--- src/rtl/ppu_ri_sync.sv ---
// ppu_ri_sync: CPU-side PPU register file ($2000-$2007).
// Owns the VRAM pointer v, the OAM pointer and the shared write toggle w.
// Runs buffered $2007 VRAM accesses through an IDLE/VACC/VCAP FSM with a
// busy/ack handshake.
// Optional macro PPU_RI_PAL_DIRECT_EN: $2007 reads at v >= PAL_BASE return
// VRAM data directly rather than the stale read buffer.
`timescale 1ns/1ps
module ppu_ri_sync #(
  parameter int VRAM_AW  = 14,
  parameter int OAM_AW   = 8,
  parameter int INC_ALT  = 32,
  parameter int PAL_BASE = 'h3F00
) (
  input  logic               clk_in,
  input  logic               rst_in,
  input  logic               ri_en_in,
  input  logic [2:0]         ri_sel_in,
  input  logic               ri_wr_in,
  input  logic [7:0]         ri_data_in,
  output logic [7:0]         ri_data_out,
  output logic               ri_ack_out,
  output logic               ri_busy_out,
  input  logic               vblank_set_in,
  input  logic               vblank_clr_in,
  input  logic               spr0_hit_in,
  input  logic               spr_ovf_in,
  output logic [VRAM_AW-1:0] vram_addr_out,
  output logic               vram_en_out,
  output logic               vram_wr_out,
  output logic [7:0]         vram_data_out,
  input  logic [7:0]         vram_data_in,
  output logic [OAM_AW-1:0]  oam_addr_out,
  output logic               oam_wr_out,
  output logic [7:0]         oam_data_out,
  input  logic [7:0]         oam_data_in,
  output logic [7:0]         ctrl_out,
  output logic [7:0]         mask_out,
  output logic [7:0]         scr_x_out,
  output logic [7:0]         scr_y_out,
  output logic               nmi_out
);

  localparam logic [2:0] REG_CTRL    = 3'd0;
  localparam logic [2:0] REG_MASK    = 3'd1;
  localparam logic [2:0] REG_STATUS  = 3'd2;
  localparam logic [2:0] REG_OAMADDR = 3'd3;
  localparam logic [2:0] REG_OAMDATA = 3'd4;
  localparam logic [2:0] REG_SCROLL  = 3'd5;
  localparam logic [2:0] REG_ADDR    = 3'd6;
  localparam logic [2:0] REG_DATA    = 3'd7;

  typedef enum logic [1:0] {IDLE, VACC, VCAP} state_t;

  // Pending $2007 request, latched when the strobe is accepted.
  typedef struct packed {
    logic       wr;
    logic [7:0] data;
  } ri_req_t;

  state_t              state, state_nx;
  ri_req_t             req;
  logic [VRAM_AW-1:0]  v, step;
  logic [OAM_AW-1:0]   oam_addr;
  logic [7:0]          rbuf;
  logic                w, vblank, oam_wr_q;
  logic                acc, rd_status;

`ifdef PPU_RI_PAL_DIRECT_EN
  localparam logic [VRAM_AW-1:0] PAL_V = VRAM_AW'(PAL_BASE);
`else
  logic unused_pal;
  assign unused_pal = ^PAL_BASE;
`endif

  // Strobes are only taken while IDLE; anything arriving while busy is dropped.
  assign acc       = ri_en_in && (state == IDLE);
  assign rd_status = acc && !ri_wr_in && (ri_sel_in == REG_STATUS);
  assign step      = ctrl_out[2] ? VRAM_AW'(INC_ALT) : VRAM_AW'(1);

  assign ri_busy_out   = (state != IDLE);
  assign vram_addr_out = v;
  assign vram_en_out   = (state == VACC);
  assign vram_wr_out   = (state == VACC) && req.wr;
  assign vram_data_out = req.data;
  assign oam_addr_out  = oam_addr;
  assign oam_wr_out    = oam_wr_q;
  assign nmi_out       = ctrl_out[7] & vblank;

  // FSM state register.
  always_ff @(posedge clk_in or posedge rst_in) begin
    if (rst_in) state <= IDLE;
    else        state <= state_nx;
  end

  // FSM next state: a write finishes after VACC, a read also needs VCAP.
  always_comb begin
    state_nx = state;
    case (state)
      IDLE:    if (acc && ri_sel_in == REG_DATA) state_nx = VACC;
      VACC:    state_nx = req.wr ? IDLE : VCAP;
      VCAP:    state_nx = IDLE;
      default: state_nx = IDLE;
    endcase
  end

  // Register file, pointers, read buffer, vblank flag and handshake.
  always_ff @(posedge clk_in or posedge rst_in) begin
    if (rst_in) begin
      ri_data_out  <= '0;
      ri_ack_out   <= 1'b0;
      ctrl_out     <= '0;
      mask_out     <= '0;
      scr_x_out    <= '0;
      scr_y_out    <= '0;
      oam_data_out <= '0;
      oam_wr_q     <= 1'b0;
      oam_addr     <= '0;
      v            <= '0;
      w            <= 1'b0;
      rbuf         <= '0;
      vblank       <= 1'b0;
      req          <= '0;
    end else begin
      ri_ack_out <= 1'b0;
      oam_wr_q   <= 1'b0;
      // Post-increment after the OAM write pulse; a $2003 write below wins.
      if (oam_wr_q) oam_addr <= oam_addr + OAM_AW'(1);
      // Set beats clear; a status read samples the pre-edge value.
      if (vblank_set_in)                   vblank <= 1'b1;
      else if (vblank_clr_in || rd_status) vblank <= 1'b0;

      if (acc) begin
        if (ri_sel_in != REG_DATA) ri_ack_out <= 1'b1;
        if (ri_wr_in) begin
          case (ri_sel_in)
            REG_CTRL:    ctrl_out <= ri_data_in;
            REG_MASK:    mask_out <= ri_data_in;
            REG_OAMADDR: oam_addr <= OAM_AW'(ri_data_in);
            REG_OAMDATA: begin
              oam_wr_q     <= 1'b1;
              oam_data_out <= ri_data_in;
            end
            REG_SCROLL: begin
              if (!w) scr_x_out <= ri_data_in;
              else    scr_y_out <= ri_data_in;
              w <= ~w;
            end
            REG_ADDR: begin
              if (!w) v[VRAM_AW-1:8] <= ri_data_in[VRAM_AW-9:0];
              else    v[7:0]         <= ri_data_in;
              w <= ~w;
            end
            REG_DATA: req <= '{wr: 1'b1, data: ri_data_in};
            default: ;
          endcase
        end else begin
          case (ri_sel_in)
            REG_STATUS: begin
              ri_data_out <= {vblank, spr0_hit_in, spr_ovf_in, 5'b0};
              w           <= 1'b0;
            end
            REG_OAMDATA: ri_data_out <= oam_data_in;
            REG_DATA: begin
              ri_data_out <= rbuf;
              req.wr      <= 1'b0;
            end
            default: ri_data_out <= '0;
          endcase
        end
      end

      if (state == VACC && req.wr) begin
        v          <= v + step;
        ri_ack_out <= 1'b1;
      end

      if (state == VCAP) begin
        rbuf       <= vram_data_in;
        v          <= v + step;
        ri_ack_out <= 1'b1;
`ifdef PPU_RI_PAL_DIRECT_EN
        if (v >= PAL_V) ri_data_out <= vram_data_in;
`endif
      end
    end
  end

endmodule
--- config.mk ---
export PLATFORM = sky130hd
export DESIGN_NAME = ppu_ri_sync
export DESIGN_NICKNAME = d
export VERILOG_FILES = /design/src/rtl/ppu_ri_sync.sv
export SDC_FILE = /design/constraint.sdc
export NUM_CORES = 1
export LEC_CHECK = 0
export BUFFER_PORTS_ARGS = -buffer_cell sky130_fd_sc_hd__buf_2
export CAP_MARGIN = 20
export CELL_PAD_IN_SITES_DETAIL_PLACEMENT = 0
export CELL_PAD_IN_SITES_GLOBAL_PLACEMENT = 1
export CORE_MARGIN = 3
export CORE_UTILIZATION = 45
export CTS_BUF_LIST = sky130_fd_sc_hd__clkbuf_2
export CTS_CLUSTER_SIZE = 40
export DETAILED_ROUTE_END_ITERATION = 10
export GPL_TIMING_DRIVEN = 0
export PLACE_DENSITY_LB_ADDON = 0.1
export SYNTH_ARGS = -nofsm -noshare
export SYNTH_HDL_FRONTEND = slang
export SYNTH_SLANG_ARGS = --single-unit
--- constraint.sdc ---
create_clock -name clk_in -period 7.45 [get_ports clk_in]
set_clock_uncertainty 0.15 [all_clocks]
set_input_delay 0.745 -clock clk_in [delete_from_list [all_inputs] [get_ports clk_in]]
set_output_delay 0.745 -clock clk_in [all_outputs]
set_load 0.02 [all_outputs]
==> flow_metrics.env, run 1 <==
export IMPL_outcome="completed"
export IMPL_cts_buffers=9
export IMPL_cts_resized=0
export IMPL_place_congestion=0.868
export IMPL_crit_path_end_kind="output pin"
export IMPL_drt_wl_total_mm=10.9
export IMPL_crit_chain="nand3b_2 -> inv_1 -> buf_2"
export IMPL_firstDrtPassIters=4
export IMPL_pwr_share_comb_pct=36.8
export IMPL_synth_top_area_cell="dfrtp_1"
export IMPL_p_int_w=0.00101
export IMPL_synth_top_area_share_pct=53.7
export IMPL_cp_slowest_cell="dfrtp_1"
export IMPL_regToRegSetupSlack_ns=5.19
export IMPL_htree_levels=3
export IMPL_cp_arrival_ns=1.75
export IMPL_clock_sinks=93
export IMPL_drt_iter0_drc=125
export IMPL_dp_hpwl_mm=7.87
export IMPL_synthCells=381
export IMPL_overflow=0
export IMPL_power_density_mw_per_mm2=320
export IMPL_cts_tree="yes"
export IMPL_crit_family="flip-flops"
export IMPL_synth_avg_cell_area_um2=11.4
export IMPL_async_reset_ff_share_pct=100
export IMPL_start_util_pct=46.7
export IMPL_drv_cap=0
export IMPL_slew_headroom_pct=53.2
export IMPL_synth_flop_cell="dfrtp_1"
export IMPL_root_buffer="clkbuf_2"
export IMPL_die_area_mm2=0.0108
export IMPL_antenna_left=0
export IMPL_max_stage_delay_ns=0.53
export IMPL_ys_top_cells_by_area="dfrtp_1, mux2_2, nand2_1, a22o_1, o21ai_0"
export IMPL_portBuffers=114
export IMPL_critPathRequiredTime_ns=6.55
export IMPL_first_global_vias=3433
export IMPL_ys_seq_area_share_pct=53.7
export IMPL_worstMarginPinSlew_ns=0.697
export IMPL_path_buf_inv=2
export IMPL_p_leak_nw=2.54
export IMPL_power_w=0.00168
export IMPL_peakVddDrop_mv=0.174
export IMPL_fp_row_count=35
export IMPL_drc=0
export IMPL_fmax_ghz=0.378
export IMPL_cts_buffer_depth=2
export IMPL_diodes=0
export IMPL_setup_viol=0
export IMPL_ys_ff_latch=93
export IMPL_path_class="reg2out"
export IMPL_p_sw_share_pct=39.6
export IMPL_ys_warn_count=0
export IMPL_finalCritPeriodShare_pct=35.5
export IMPL_die_h_um=104
export IMPL_die_w_um=104
export IMPL_report_final_hold_viol_count=0
export IMPL_antenna_found_initial=0
export IMPL_cp_start_kind="flop"
export IMPL_viasPerCell=5.27
export IMPL_hp_class="in2reg"
export IMPL_dp_cells=625
export IMPL_switching_power_w=0.000664
export IMPL_crit_fanout=9
export IMPL_fin_cells=642
export IMPL_synth_edf_count=0
export IMPL_post_drt_wl_per_cell_um=16.9
export IMPL_fill_cells=863
export IMPL_track_usage_pct=20.8
export IMPL_clkTransAtPathRegs_ns=0.25
export IMPL_ios=119
export IMPL_grt_pass1_wl_mm=17.8
export IMPL_netlist_cell_type_count=60
export IMPL_fin_tns_setup_ns=0
export IMPL_seqPwrFrac_pct=45.7
export IMPL_final_nets=547
export IMPL_setup_slack_ns=4.81
export IMPL_grt_max_degree=57
export IMPL_area_growth_pct=21.2
export IMPL_fp_coreArea_mm2=0.00928
export IMPL_syn_area_mm2=0.00434
export IMPL_p_clk_share_pct=17.5
export IMPL_vias=3384
export IMPL_syn_num_nets=420
export IMPL_drive_gt1_share_pct=40.7
export IMPL_rsz0062_at_grt="false"
export IMPL_slew_violations=0
export IMPL_clk_latency_ns=0.57
export IMPL_dpl_worst_slack_ns=4.73
export IMPL_post_route_min_period_ns=2.64
## worst paths after layout
path                                 startpoint  depth (start not counted)                to
worst max-delay path                   state[1]                          3       vram_wr_out
worst min-delay path            vram_data_in[1]                          3           rbuf[1]
worst max register to register         state[1]                          6   oam_addr_out[2]
worst min register to register   ri_data_out[5]                          2    ri_data_out[5]
max in group asynchronous                rst_in                          4   oam_data_out[1]
min in group asynchronous                rst_in                          3  vram_data_out[5]
## state kept, by name, summed over array words and instances (netlist names)
register	cells
oam_wr_out	1
state	2
rbuf	8
oam_addr_out	8
mask_out	8
vram_data_out	8
scr_y_out	8
w	1
req	1
vblank	1
scr_x_out	8
oam_data_out	8
ri_ack_out	1
ri_data_out	8
vram_addr_out	14
ctrl_out	8
## cell families (layout without fill, tap and decap cells)
family	Yosys count	after routing	synth area share (%)
fa+ha+maj	4	4	1.15
simple gates	124	124	15.6
mux	48	48	12.4
compound gates	66	66	10.9
buf+inv	37	169	4.44
flops	93	93	53.7
xor+xnor	9	9	1.82
## Yosys cell counts, types with 4 or more instances
library cell and instances:
dfrtp_1 93, nor3_1 8, nand3_1 5, nand2_1 54
and2_1 6, buf_4 8, a32oi_1 4, a22o_1 8
a22oi_1 5, buf_2 6, inv_1 11, a21oi_1 7
xnor2_1 5, mux2_2 46, o21ai_0 14, nor2_1 17
clkbuf_1 9, ha_1 4, a211oi_1 7, and3_1 4
xor2_1 4
## area by class of cell
| class | instances | area (um^2) | area share (%) |
|---|---|---|---|
| multi-input combinational | 251 | 1820 | 34.6 |
| tap | 129 | 161 | 3.07 |
| clock buffer | 10 | 50.0 | 0.953 |
| sequential | 93 | 2330 | 44.3 |
| inverter | 11 | 43.8 | 0.834 |
| buffer | 26 | 151 | 2.88 |
| clock inverter | 6 | 95.1 | 1.81 |
| timing repair buffer | 116 | 608 | 11.6 |
## power by group through the flow
stage               registers, W  clock network (W)  logic (W)
finish                  0.000767           0.000293   0.000619
global route            0.000793           0.000324   0.000676
CTS                     0.000767           0.000302   0.000626
detailed placement      0.000777                  0   0.000625
global placement        0.000771                  0   0.000612
floorplan               0.000906                  0   0.000269
## through the flow
| stage | util, % | hold slack (ns) | instance area (um^2) |
|---|---|---|---|
| 3_3_place_gp | 54.6 | 0.307 | 5070 |
| 3_5_place_dp | 54.9 | 0.314 | 5100 |
| 6_report | 56.6 | 0.206 | 5250 |
| 5_1_grt | 56.6 | 0.163 | 5250 |
| 4_1_cts | 56.5 | 0.00657 | 5240 |
| 2_1_floorplan | - | 0.296 | 4340 |
## cell usage in the layout, fill, tap and decap left out, types with 4 or more instances in the layout
master	netlist	routed
buf_2	6	120
dfrtp_1	93	93
nand2_1	54	54
mux2_2	46	46
nor2_1	17	17
o21ai_0	14	14
clkbuf_2	1	11
inv_1	11	10
clkbuf_1	9	9
a22o_1	8	8
nor3_1	8	8
buf_4	8	8
a21oi_1	7	7
a211oi_1	7	7
and2_1	6	6
nand3_1	5	5
xnor2_1	5	5
a22oi_1	5	5
xor2_1	4	4
and3_1	4	4
a32oi_1	4	4
ha_1	4	4
## repair_timing
item,in CTS,in global routing
hold endpoints to repair,0,4
endpoints found under the setup margin,0,0
setup buffers,0,0
hold buffers,0,1
## layer usage
layer  share of wire (%)  vias to the layer above  routed length, um  global-route usage [%]
met5                   0                        -                  0                       0
met4                 1.8                        0                193                    6.55
met3                 5.2                       16                569                    4.72
met2                  46                       99               4980                    33.5
met1                  47                     1655               5110                    28.3
li1                    -                     1614                  -                       -
## worst min-delay path: stages
cell and delay, ns:
buf_2 0.07, nand2_1 0.04, nand2_1 0.05
(Power assumes the default switching activity.)
==> run 2, diff against run 1 <==
- ABC_AREA: not set -> 1
- CORE_UTILIZATION: 45 -> 36
- clock period: 7.45 -> 2.39 ns (I/O delays scaled with it)
==> run 2 against run 1 <==
  * Utilization fell by 7.9 points
  * First-iteration DRC count rose by 86%
  * Critical path depth rose by 6
  * Die area rose by 24%
  * Largest cell class unchanged
  * Design area rose by 7.7%
  * Sequential cell count did not move
  * Combinational power rose to 3.0 times the previous value
  * Largest power group unchanged
  * Global-route usage fell by 1.5 points
  * Worst hold slack got worse by 0.081 ns
  * Synthesized cell count rose by 32%
==> flow_metrics.env, run 2 <==
export IMPL_outcome="completed"
export IMPL_grt_max_degree=38
export IMPL_die_w_um=116
export IMPL_cts_buffer_depth=2
export IMPL_cp_start_kind="flop"
export IMPL_drc=0
export IMPL_fp_row_count=39
export IMPL_reg2reg_depth=9
export IMPL_clk_latency_ns=0.60
export IMPL_power_density_mw_per_mm2=874
export IMPL_antenna_left=0
export IMPL_dp_hpwl_mm=8.95
export IMPL_diodes=0
export IMPL_slew_violations=0
export IMPL_area_growth_pct=29.6
export IMPL_fp_coreArea_mm2=0.0116
export IMPL_place_congestion=0.768
export IMPL_die_area_mm2=0.0135
export IMPL_syn_num_nets=542
export IMPL_r2r_start="state[1]"
export IMPL_ys_warn_count=0
export IMPL_drt_wl_total_mm=12.5
export IMPL_ys_seq_area_share_pct=53.3
export IMPL_root_buffer="clkbuf_2"
export IMPL_post_route_min_period_ns=2.22
export IMPL_worstMarginPinSlew_ns=0.789
export IMPL_layout_common_cells="buf_2, nand2_1, dfrtp_1, nor2_1, inv_1"
export IMPL_cts_tree="yes"
export IMPL_fmax_ghz=0.450
export IMPL_synth_top_area_cell="dfrtp_1"
export IMPL_antenna_found_initial=0
export IMPL_first_global_vias=3743
export IMPL_syn_area_mm2=0.00436
export IMPL_portBuffers=118
export IMPL_drv_cap=0
export IMPL_viasPerCell=4.76
export IMPL_ios=119
export IMPL_slew_headroom_pct=47.3
export IMPL_p_leak_nw=2.95
export IMPL_finalCritPeriodShare_pct=93.1
export IMPL_synthCells=503
export IMPL_die_h_um=116
export IMPL_overflow=0
export IMPL_hp_class="in2async"
export IMPL_final_core_util_pct=48.7
export IMPL_dp_cells=766
export IMPL_design_area_mm2=0.00566
export IMPL_vias=3895
export IMPL_htree_levels=3
export IMPL_synth_commonest_cells="nand2_1, dfrtp_1, nor2_1"
export IMPL_setup_viol=0
export IMPL_track_usage_pct=19.4
export IMPL_synth_avg_cell_area_um2=8.68
export IMPL_fin_tns_setup_ns=0
export IMPL_clkTransAtPathRegs_ns=0.26
export IMPL_peakVddDrop_mv=0.328
export IMPL_regToRegSetupSlack_ns=0.17
export IMPL_largest_reg_flops=14
export IMPL_report_final_hold_viol_count=0
export IMPL_crit_path_end_kind="flop"
export IMPL_async_reset_ff_share_pct=100
export IMPL_r2r_end="ctrl_out[3]"
export IMPL_crit_fanout=5
export IMPL_critPathRequiredTime_ns=2.76
export IMPL_synth_edf_count=0
export IMPL_firstDrtPassIters=4
export IMPL_fin_cells=819
export IMPL_grt_pass1_wl_mm=19.8
export IMPL_place_area_mm2=0.00518
export IMPL_drt_iter0_drc=232
export IMPL_cp_arrival_ns=2.60
export IMPL_start_util_pct=37.6
export IMPL_post_drt_wl_per_cell_um=15.3
export IMPL_ys_top_cells_by_area="dfrtp_1, nand2_1, o21ai_0, nor2_1, inv_1"
export IMPL_synth_top_area_share_pct=53.3
export IMPL_path_class="reg2reg"
export IMPL_ys_ff_latch=93
export IMPL_synth_flop_cell="dfrtp_1"
export IMPL_yosysMostFrequentCell="nand2_1"
export IMPL_drive_gt1_share_pct=28.0
export IMPL_final_nets=711
export IMPL_cts_buffers=9
export IMPL_netlist_cell_type_count=33
export IMPL_clock_sinks=93
run 2: worst max path at each step:
stage | from | end | slack (ns) | depth (start not counted)
CTS | state[1] | ctrl_out[2] | 0.09 | 9
global route | state[1] | ctrl_out[3] | -0.006 | 9
finish | state[1] | ctrl_out[3] | 0.17 | 9
detailed placement | ctrl_out[2] | vram_addr_out[10] | 0.32 | 10
floorplan | ctrl_out[2] | vram_addr_out[6] | 0.61 | 8
global placement | rst_in | mask_out[0] | 0.18 | 2
run 2: worst max-delay path: stages, from the launching register on:
cell and delay [ns]:
dfrtp_2 0.50, nor2_4 0.14, nand3_2 0.12, clkinv_2 0.12, nand2_4 0.07, nor3_4 0.21, buf_4 0.17, nor2_1 0.04
dlygate4sd3_1 0.54, a21oi_1 0.11
run 2: layout make-up:
class	instances	area (um^2)
multi-input combinational	339	1700
clock buffer	10	50.0
clock inverter	5	52.6
sequential	93	2330
inverter	53	204
timing repair buffer	158	1010
buffer	18	133
fill	1159	5960
tap	143	179
run 2: cells by family after synthesis:
family / Yosys count / share of synthesized area [%]
fa+ha+maj: 4 / 1.15
simple gates: 225 / 22.2
flops: 93 / 53.3
buf+inv: 71 / 7.63
compound gates: 96 / 12.4
xor+xnor: 5 / 1.00
mux: 9 / 2.32
run 2: repair_timing:
| item | 4_1_cts | 5_1_grt |
|---|---|---|
| setup buffers | 0 | 2 |
| endpoints found under the setup margin | 0 | 1 |
| hold endpoints to repair | 105 | 0 |
| gates resized for setup | 0 | 1 |
| hold buffers | 36 | 0 |
run 2: metrics by stage:
step / setup WS (ns) / power, W / hold WS [ns]
CTS: 0.0889 / 0.00501 / 0.108
finish: 0.166 / 0.00494 / 0.125
detailed placement: 0.322 / 0.00416 / 0.273
global placement: 0.182 / 0.00413 / 0.280
global route: -0.00567 / 0.00531 / 0.139
floorplan: 0.606 / 0.00349 / 0.194
run 2: per-layer routing:
layer	GRT usage, %	vias to the layer above	part of all wire (%)
met1	26.3	1821	47
li1	-	1965	-
met3	4.40	11	4.8
met5	0	-	0
met2	30.9	98	47
met4	6.26	0	1.2
run 2: report_power, final:
group	total [W]	internal, W	switching, W
registers	0.00231	0.00197	0.000334
clock network	0.000785	0.000235	0.000549
logic	0.00185	0.000699	0.00115
total	0.00494	0.00291	0.00204
==> run 3, diff against run 2 <==
- GPL_TIMING_DRIVEN: 0 -> not set
==> run 3 against run 2 <==
  * First-iteration DRC count is 6.5% lower
  * Routed wire length is 1.4% higher
  * Worst hold slack worse by 0.071 ns
  * Non-clock buffer count is 5 lower
  * Sequential cell count stayed put
  * Combinational power hardly changed
  * Global-route usage is 0.28 points higher
  * Sequential share of layout area hardly changed
  * Critical path type is now in2reg
==> flow_metrics.env, run 3 (synthesis gave the netlist of run 2 again) <==
export IMPL_crit_chain="buf_2 -> nand2_1 -> dlygate4sd3_1 -> nor2_2 -> inv_2 -> o211ai_1 -> dlygate4sd3_1 -> nand2_1 -> nand2_1 -> dlygate4sd3_1"
export IMPL_drv_cap=0
export IMPL_grt_pass1_wl_mm=20.2
export IMPL_post_route_min_period_ns=2.36
export IMPL_fp_coreArea_mm2=0.0116
export IMPL_slew_violations=0
export IMPL_place_area_mm2=0.00506
export IMPL_cts_tree="yes"
export IMPL_cp_slowest_cell="dlygate4sd3_1"
export IMPL_root_buffer="clkbuf_2"
export IMPL_max_stage_delay_ns=0.58
export IMPL_final_core_util_pct=48.8
export IMPL_final_nets=706
export IMPL_clock_sinks=93
export IMPL_clk_latency_ns=0.59
export IMPL_power_w=0.00489
export IMPL_fmax_ghz=0.424
export IMPL_regToRegSetupSlack_ns=0.14
export IMPL_largest_reg_flops=14
export IMPL_fp_row_count=39
export IMPL_power_density_mw_per_mm2=864
export IMPL_die_w_um=116
export IMPL_drc=0
export IMPL_drt_iter0_drc=217
export IMPL_hold_path_end="ctrl_out[6]"
export IMPL_overflow=0
export IMPL_critPathRequiredTime_ns=2.78
export IMPL_drt_wl_total_mm=12.7
export IMPL_cts_buffer_depth=2
export IMPL_finalCritPeriodShare_pct=98.8
export IMPL_outcome="completed"
export IMPL_multi_input_area_mm2=0.00171
export IMPL_r2r_start="state[1]"
export IMPL_cp_arrival_ns=2.75
export IMPL_slew_headroom_pct=53.7
export IMPL_cts_buffers=9
export IMPL_ios=119
export IMPL_vias=3923
export IMPL_p_leak_nw=2.91
export IMPL_die_h_um=116
export IMPL_start_util_pct=37.6
export IMPL_viasPerCell=4.81
export IMPL_layout_common_cells="nand2_1, buf_2, dfrtp_1, nor2_1, dlygate4sd3_1"
export IMPL_first_global_vias=3797
export IMPL_timing_hold_ws_ns=0.0538
export IMPL_antenna_left=0
export IMPL_place_congestion=0.773
export IMPL_track_usage_pct=19.6
export IMPL_seq_area_mm2=0.00233
export IMPL_r2r_end="ctrl_out[1]"
export IMPL_drive_gt1_share_pct=26.2
export IMPL_path_class="in2reg"
export IMPL_setup_viol=0
export IMPL_hold_depth=5
export IMPL_antenna_found_initial=0
export IMPL_dp_hpwl_mm=8.97
export IMPL_htree_levels=3
export IMPL_die_area_mm2=0.0135
export IMPL_final_common_cell="nand2_1"
export IMPL_peakVddDrop_mv=0.506
export IMPL_grt_max_degree=42
export IMPL_min_from="ri_sel_in[2]"
export IMPL_worstMarginPinSlew_ns=0.693
export IMPL_firstDrtPassIters=4
export IMPL_clkTransAtPathRegs_ns=0.27
export IMPL_diodes=0
export IMPL_area_growth_pct=29.7
export IMPL_crit_path_end_kind="flop"
export IMPL_design_area_mm2=0.00566
export IMPL_report_final_hold_viol_count=0
export IMPL_crit_fanout=9
export IMPL_post_drt_wl_per_cell_um=15.6
export IMPL_hp_class="in2reg"
export IMPL_cp_start_kind="input pin"
export IMPL_portBuffers=118
export IMPL_fill_cells=1187
export IMPL_reg2reg_depth=9
==> run 3: worst max path at each step <==
stage,cells past startpoint,from,to
floorplan,8,ctrl_out[2],vram_addr_out[6]
global placement,10,ctrl_out[2],vram_addr_out[10]
detailed placement,7,state[1],vram_addr_out[4]
CTS,8,state[1],ctrl_out[1]
global route,9,state[1],ctrl_out[1]
finish,10,ri_sel_in[0],ri_data_out[6]
==> run 3: routing by layer <==
metal  up-vias  part of all wire, %  GRT usage (%)
met5         -                    0              0
met4         0                 0.65           4.18
met3         4                  5.5           5.28
met2        99                   49           32.6
met1      1860                   45           26.1
li1       1960                    -              -
==> run 3: per-stage QoR <==
step	setup slack, ns	TNS, ns	std cells
after floorplan	0.606	0	503
after global placement	0.599	0	750
after detailed placement	0.539	0	750
after CTS	0.0257	0	814
after global routing	-0.00627	-0.00627	815
final	0.0297	0	815
==> run 3: layout make-up <==
class                      instances  share of cell area [%]
timing repair buffer             171                    20.2
tap                              143                    3.16
sequential                        93                    41.1
clock inverter                     7                   0.884
inverter                          53                    3.60
multi-input combinational        339                    30.2
clock buffer                       9                   0.796
==> run 3: timing repair <==
action / in CTS / in global routing
setup endpoints to repair: 0 / 10
hold buffers: 48 / 0
buffers inserted: 0 / 1
hold endpoints to repair: 144 / 0
resized for setup: 0 / 3
==> run 3: worst max-delay path: cells and delay by family <==
kind,cells,cell delay (ns)
AO/OA/AOI/OAI,1,0.19
AND/OR/NAND/NOR,4,0.39
buffers and inverters,5,1.95
==> run 3: power by group <==
group	internal (W)	switching (W)	total [W]
Combinational	0.000706	0.00116	0.00187
Clock	0.000137	0.000576	0.000713
Sequential	0.00197	0.000332	0.00231
Total	0.00282	0.00207	0.00489
